**src/rtl/axis_packet_rr_arbiter.sv**
```systemverilog
// Packet-granular round-robin arbiter: one of NUM_INP AXIS sources owns the output until its tlast beat is accepted.
// Latency: one arbitration cycle from request to first beat, one idle bubble after every packet; data path is a pure mux.
// Backpressure: m_tready passes combinationally to the granted source only; all other sources see s_tready=0.
// Optional: define AXIS_ARB_TID_EN to add the m_tid output carrying the granted source index.
module axis_packet_rr_arbiter #(
    parameter int NUM_INP           = 4,
    parameter int TDATA_WIDTH_BYTES = 4
) (
    input  logic                                 clk,
    input  logic                                 rst,
    input  logic [NUM_INP-1:0]                   s_tvalid,
    output logic [NUM_INP-1:0]                   s_tready,
    input  logic [NUM_INP*TDATA_WIDTH_BYTES*8-1:0] s_tdata,
    input  logic [NUM_INP*TDATA_WIDTH_BYTES-1:0] s_tkeep,
    input  logic [NUM_INP-1:0]                   s_tlast,
    output logic                                 m_tvalid,
    input  logic                                 m_tready,
    output logic [TDATA_WIDTH_BYTES*8-1:0]       m_tdata,
    output logic [TDATA_WIDTH_BYTES-1:0]         m_tkeep,
    output logic                                 m_tlast,
`ifdef AXIS_ARB_TID_EN
    output logic [$clog2(NUM_INP)-1:0]           m_tid,
`endif
    output logic [NUM_INP-1:0]                   grant,
    output logic                                 busy
);

    localparam int IDX_W = $clog2(NUM_INP);
    localparam int DW    = TDATA_WIDTH_BYTES * 8;
    localparam logic [IDX_W:0]   NUM_W    = (IDX_W+1)'(NUM_INP);
    localparam logic [IDX_W-1:0] LAST_IDX = IDX_W'(NUM_INP - 1);

    typedef enum logic {IDLE, LOCKED} state_t;

    state_t               state;
    logic [IDX_W-1:0]     ptr;
    logic [IDX_W-1:0]     gnt_idx;
    logic [NUM_INP-1:0]   grant_q;
    logic                 busy_q;

    logic                 pick_vld;
    logic [IDX_W-1:0]     pick_idx;
    logic [IDX_W:0]       cand;
    logic                 locked;
    logic                 xfer_last;

    assign locked = (state == LOCKED);

    // Round-robin pick: scan offsets from ptr downward so the smallest offset (closest to ptr) wins last.
    always_comb begin
        pick_vld = 1'b0;
        pick_idx = '0;
        cand     = '0;
        for (int k = NUM_INP - 1; k >= 0; k--) begin
            cand = {1'b0, ptr} + (IDX_W+1)'(k);
            if (cand >= NUM_W) begin
                cand = cand - NUM_W;
            end
            if (s_tvalid[cand[IDX_W-1:0]]) begin
                pick_vld = 1'b1;
                pick_idx = cand[IDX_W-1:0];
            end
        end
    end

    // The packet ends only when the granted source's tlast beat is actually accepted.
    assign xfer_last = locked & s_tvalid[gnt_idx] & m_tready & s_tlast[gnt_idx];

    // Arbitration FSM: lock onto the picked source, release and advance ptr past it on the accepted tlast.
    always_ff @(posedge clk) begin
        if (rst) begin
            state   <= IDLE;
            ptr     <= '0;
            gnt_idx <= '0;
            grant_q <= '0;
            busy_q  <= 1'b0;
        end else begin
            case (state)
                IDLE: begin
                    if (pick_vld) begin
                        gnt_idx <= pick_idx;
                        grant_q <= NUM_INP'(1) << pick_idx;
                        busy_q  <= 1'b1;
                        state   <= LOCKED;
                    end
                end
                LOCKED: begin
                    if (xfer_last) begin
                        ptr     <= (gnt_idx == LAST_IDX) ? '0 : gnt_idx + IDX_W'(1);
                        grant_q <= '0;
                        busy_q  <= 1'b0;
                        state   <= IDLE;
                    end
                end
                default: state <= IDLE;
            endcase
        end
    end

    // Ready is steered only to the owner; every other source is held off for the whole packet.
    always_comb begin
        s_tready = '0;
        if (locked) begin
            s_tready[gnt_idx] = m_tready;
        end
    end

    // Data mux always follows the owner; valid and last are qualified so nothing leaks out while idle.
    assign m_tvalid = locked & s_tvalid[gnt_idx];
    assign m_tlast  = locked & s_tlast[gnt_idx];
    assign m_tdata  = s_tdata[gnt_idx*DW +: DW];
    assign m_tkeep  = s_tkeep[gnt_idx*TDATA_WIDTH_BYTES +: TDATA_WIDTH_BYTES];
    assign grant    = grant_q;
    assign busy     = busy_q;

`ifdef AXIS_ARB_TID_EN
    // Source tag for the downstream processor; zero whenever no packet is locked.
    assign m_tid = locked ? gnt_idx : '0;
`endif

endmodule

```
**config.mk**
```make
export PLATFORM = sky130hd
export DESIGN_NAME = axis_packet_rr_arbiter
export DESIGN_NICKNAME = d
export VERILOG_FILES = /design/src/rtl/axis_packet_rr_arbiter.sv
export SDC_FILE = /design/constraint.sdc
export NUM_CORES = 1
export LEC_CHECK = 0
export CORE_ASPECT_RATIO = 1.2
export CORE_MARGIN = 1.5
export CORE_UTILIZATION = 25
export DETAILED_ROUTE_END_ITERATION = 16
export GPL_TIMING_DRIVEN = 0
export PLACE_DENSITY = 0.93
export SLEW_MARGIN = 20
export SYNTH_ARGS = -nofsm -noshare
export SYNTH_HDL_FRONTEND = slang
export SYNTH_SLANG_ARGS = --single-unit
```
**constraint.sdc**
```tcl
create_clock -name clk -period 2.4 [get_ports clk]
set_clock_uncertainty 0.15 [all_clocks]
set_input_delay 0.36 -clock clk [delete_from_list [all_inputs] [get_ports clk]]
set_output_delay 0.36 -clock clk [all_outputs]
set_load 0.005 [all_outputs]
```
==> run_results.csv <==
group,metric,value,unit
critical_path,r2r_end,"grant[2]",
drt,wl,7839,µm
drt,wl_per_cell,18.84,µm
place,gp_congestion,0.9034,
cells_and_area,regArea,202.7,µm²
die,die_area,6466,µm²
critical_path,crit_path_end_kind,"output port",
critical_path,setup.worst_path.class,"reg -> out",
synth,syn-num-nets,275,
sta,grt_setup_unrepaired,"no",
synth,synth_edf_count,0,
synth,synth_xor_area_frac,0,
synth,synth-compound-area-share,0.1195,
global_routing,grtUsageTotal,0.2237,
cells_and_area,mostFrequentLayoutCell,"clkdlybuf4s50_1",
critical_path,startpoint_type,"register",
synth,yosys.area_share.adder,0.03342,
synth,netlist_area,1498,µm²
die,pin_count,202,
synth,synth-simple-area-share,0.08605,
status,status,"completed",
die,start_util,0.2625,
synth,ys.flop_type,"dfxtp_1",
global_routing,grt_pass1_vias,2187,
cells_and_area,multi_input_area,1221,µm²
clocking,cts.sinks,10,
sta,period_needed,2353,ps
critical_path,crit_required,1890,ps
power,cellLeakagePower,1.552,nW
drt,via_per_inst,5.072,
global_routing,grt_max_degree,11,
clocking,cts_made_buffers,3,
cells_and_area,fin_cells,416,
sta,relSlewSlack,0.4878,
drt,drc,0,
clocking,clk_pin_slew_worst_paths,50,ps
critical_path,cp.arrival,1840,ps
place,dpl.hpwl,6672,µm
global_routing,grt_pass1_wl,10880,µm
place,dp_cells,397,
sta,holdWs,323.8,ps
worst_hold_path,hold_class,"reg -> reg",
power,peakVddDrop,0.3590,mV
place,port_buffers,201,
die,core_area,5705,µm²
sta,final_max_slew_viol_count,0,
synth,synth_top_family_by_area,"multiplexers",
critical_path,r2r-start,"gnt_idx[1]",
clocking,clock_path_buffers,2,
synth,ys_seq_area_frac,0.1337,
cells_and_area,syn2layout_area_growth,159.0,%
critical_path,path_max_fanout,5,
sta,fmax,425.1,MHz
synth,synth.area.mux_share,0.5764,
clocking,cts_tree,"yes",
synth,syn-instance-count,116,
power,p_per_area,309.0,nW/µm²
run,drv_cap,0,
cells_and_area,fin_nets,496,
synth,yosys_warnings,0,
critical_path,r2r_cells,5,
synth,synth_cell_types,33,
drt,drtAntennaViolNets,0,
drt,drtPass1Iterations,4,
cells_and_area,final_cell_mix,"clkdlybuf4s50_1, mux4_2, dlygate4sd2_1, buf_4, dlymetal6s2s_1",
die,die_h,87.79,µm
sta,hold_viol,0,
synth,async_flop_share,0,
sta,setup_viol,0,
global_routing,antenna_found_initial,0,
clocking,htree_levels,1,
drt,vias,2110,
clocking,clk_latency,240,ps
clocking,postCtsHoldBufs,0,
cells_and_area,fillers,456,
place,place_ws,-268.5,ps
global_routing,overflow,0,
synth,synth_seq_cells,10,
critical_path,crit_path_start,"gnt_idx[1]",
sta,setup_ws,47.47,ps
cells_and_area,final_layout_size_suffix_gt1_frac,0.2202,
critical_path,endpoint,"m_tvalid",
sta,final.setup.tns,0,ps
drt,drt_iter0_markers,59,
sta,fin_crit_sh,0.9802,
critical_path,r2r_slack,570,ps
die,rows,30,
synth,synth_area_per_cell,12.91,µm²
clocking,clock-root-buffer,"clkbuf_8",
die,die_w,73.66,µm
cells_and_area,diodes,0,
sta,tightest_slew,762.4,ps
-- power breakdown --
part / internal (mW) / switching [mW]
Clock: 0.144 / 0.0671
Combinational: 0.555 / 0.240
Sequential: 0.183 / 0.0102
-- how the worst min path moves through the flow --
stage          startpoint  cells past startpoint          to  slack, ps
3_3_place_gp     grant[0]                      1    grant[0]        320
3_5_place_dp     grant[0]                      1    grant[0]        310
4_1_cts          grant[0]                      1    grant[0]        330
5_1_grt          grant[0]                      1    grant[0]        340
6_report         grant[0]                      1    grant[0]        320
2_1_floorplan         rst                      1  gnt_idx[1]        280
-- Yosys cell counts (2+ instances only) --
cell	count	share of area
nor2_1	3	0.0075
and2_1	2	0.0084
inv_1	3	0.0075
a32o_2	2	0.015
ha_1	4	0.033
a21oi_1	5	0.017
a31o_1	3	0.018
a32o_1	2	0.013
and3_1	5	0.021
mux4_2	37	0.56
mux2i_1	3	0.020
dfxtp_1	10	0.13
clkbuf_1	3	0.0075
buf_2	7	0.023
nor3_1	3	0.010
nand3_1	2	0.0067
nand2_1	6	0.015
-- area by class of cell --
cell class                      instances  share of cell area
Buffer                                 12             0.04161
Clock buffer                            4             0.01419
Inverter                                4            0.003871
Multi-Input combinational cell         90              0.3148
Sequential cell                        10             0.05226
Tap cell                               80             0.02581
Timing Repair Buffer                  216              0.5474
-- cells by family (layout without fill, tap and decap cells) --
| kind of cell | count (synthesis) | after routing |
|---|---|---|
| buffers and inverters | 16 | 236 |
| multiplexers | 40 | 40 |
| AND/OR/NAND/NOR | 25 | 25 |
| AO/OA/AOI/OAI | 21 | 21 |
| adder cells (fa/ha/maj) | 4 | 4 |
| flip-flops | 10 | 10 |
-- repair_timing --
action / 4_1_cts / 5_1_grt
setup endpoints to repair: 41 / 20
endpoints found under the hold margin: 0 / 0
resized for setup: 53 / 13
setup buffers: 4 / 11
-- per-layer routing --
metal  share of wire  wire [µm]  up-vias  GRT usage
li1                -          -      944          -
met1            0.34       2673     1020     0.2435
met2            0.55       4305      126     0.4226
met3           0.082        642       20    0.04373
met4           0.028        218        0    0.07912
met5               0          0        -          0
-- registers in the layout, summed over array words and instances, names as in the netlist --
register / flops
locked: 1
grant: 4
busy: 1
gnt_idx: 2
ptr: 2
-- critical path, stage by stage, from the launching register on --
cell and delay (ps):
dfxtp_2 340, buf_6 130, mux4_2 510, and2_1 180
clkdlybuf4s50_1 440
-- per-stage QoR --
step	utilization	total power, mW	instance area, µm²
2_1_floorplan	-	0.4693	1498
4_1_cts	0.6596	1.187	3764
6_report	0.6798	1.199	3879
5_1_grt	0.6798	1.261	3879
3_3_place_gp	0.6327	0.9406	3610
3_5_place_dp	0.6327	0.9583	3610
Power figures use the tool's default switching activity.
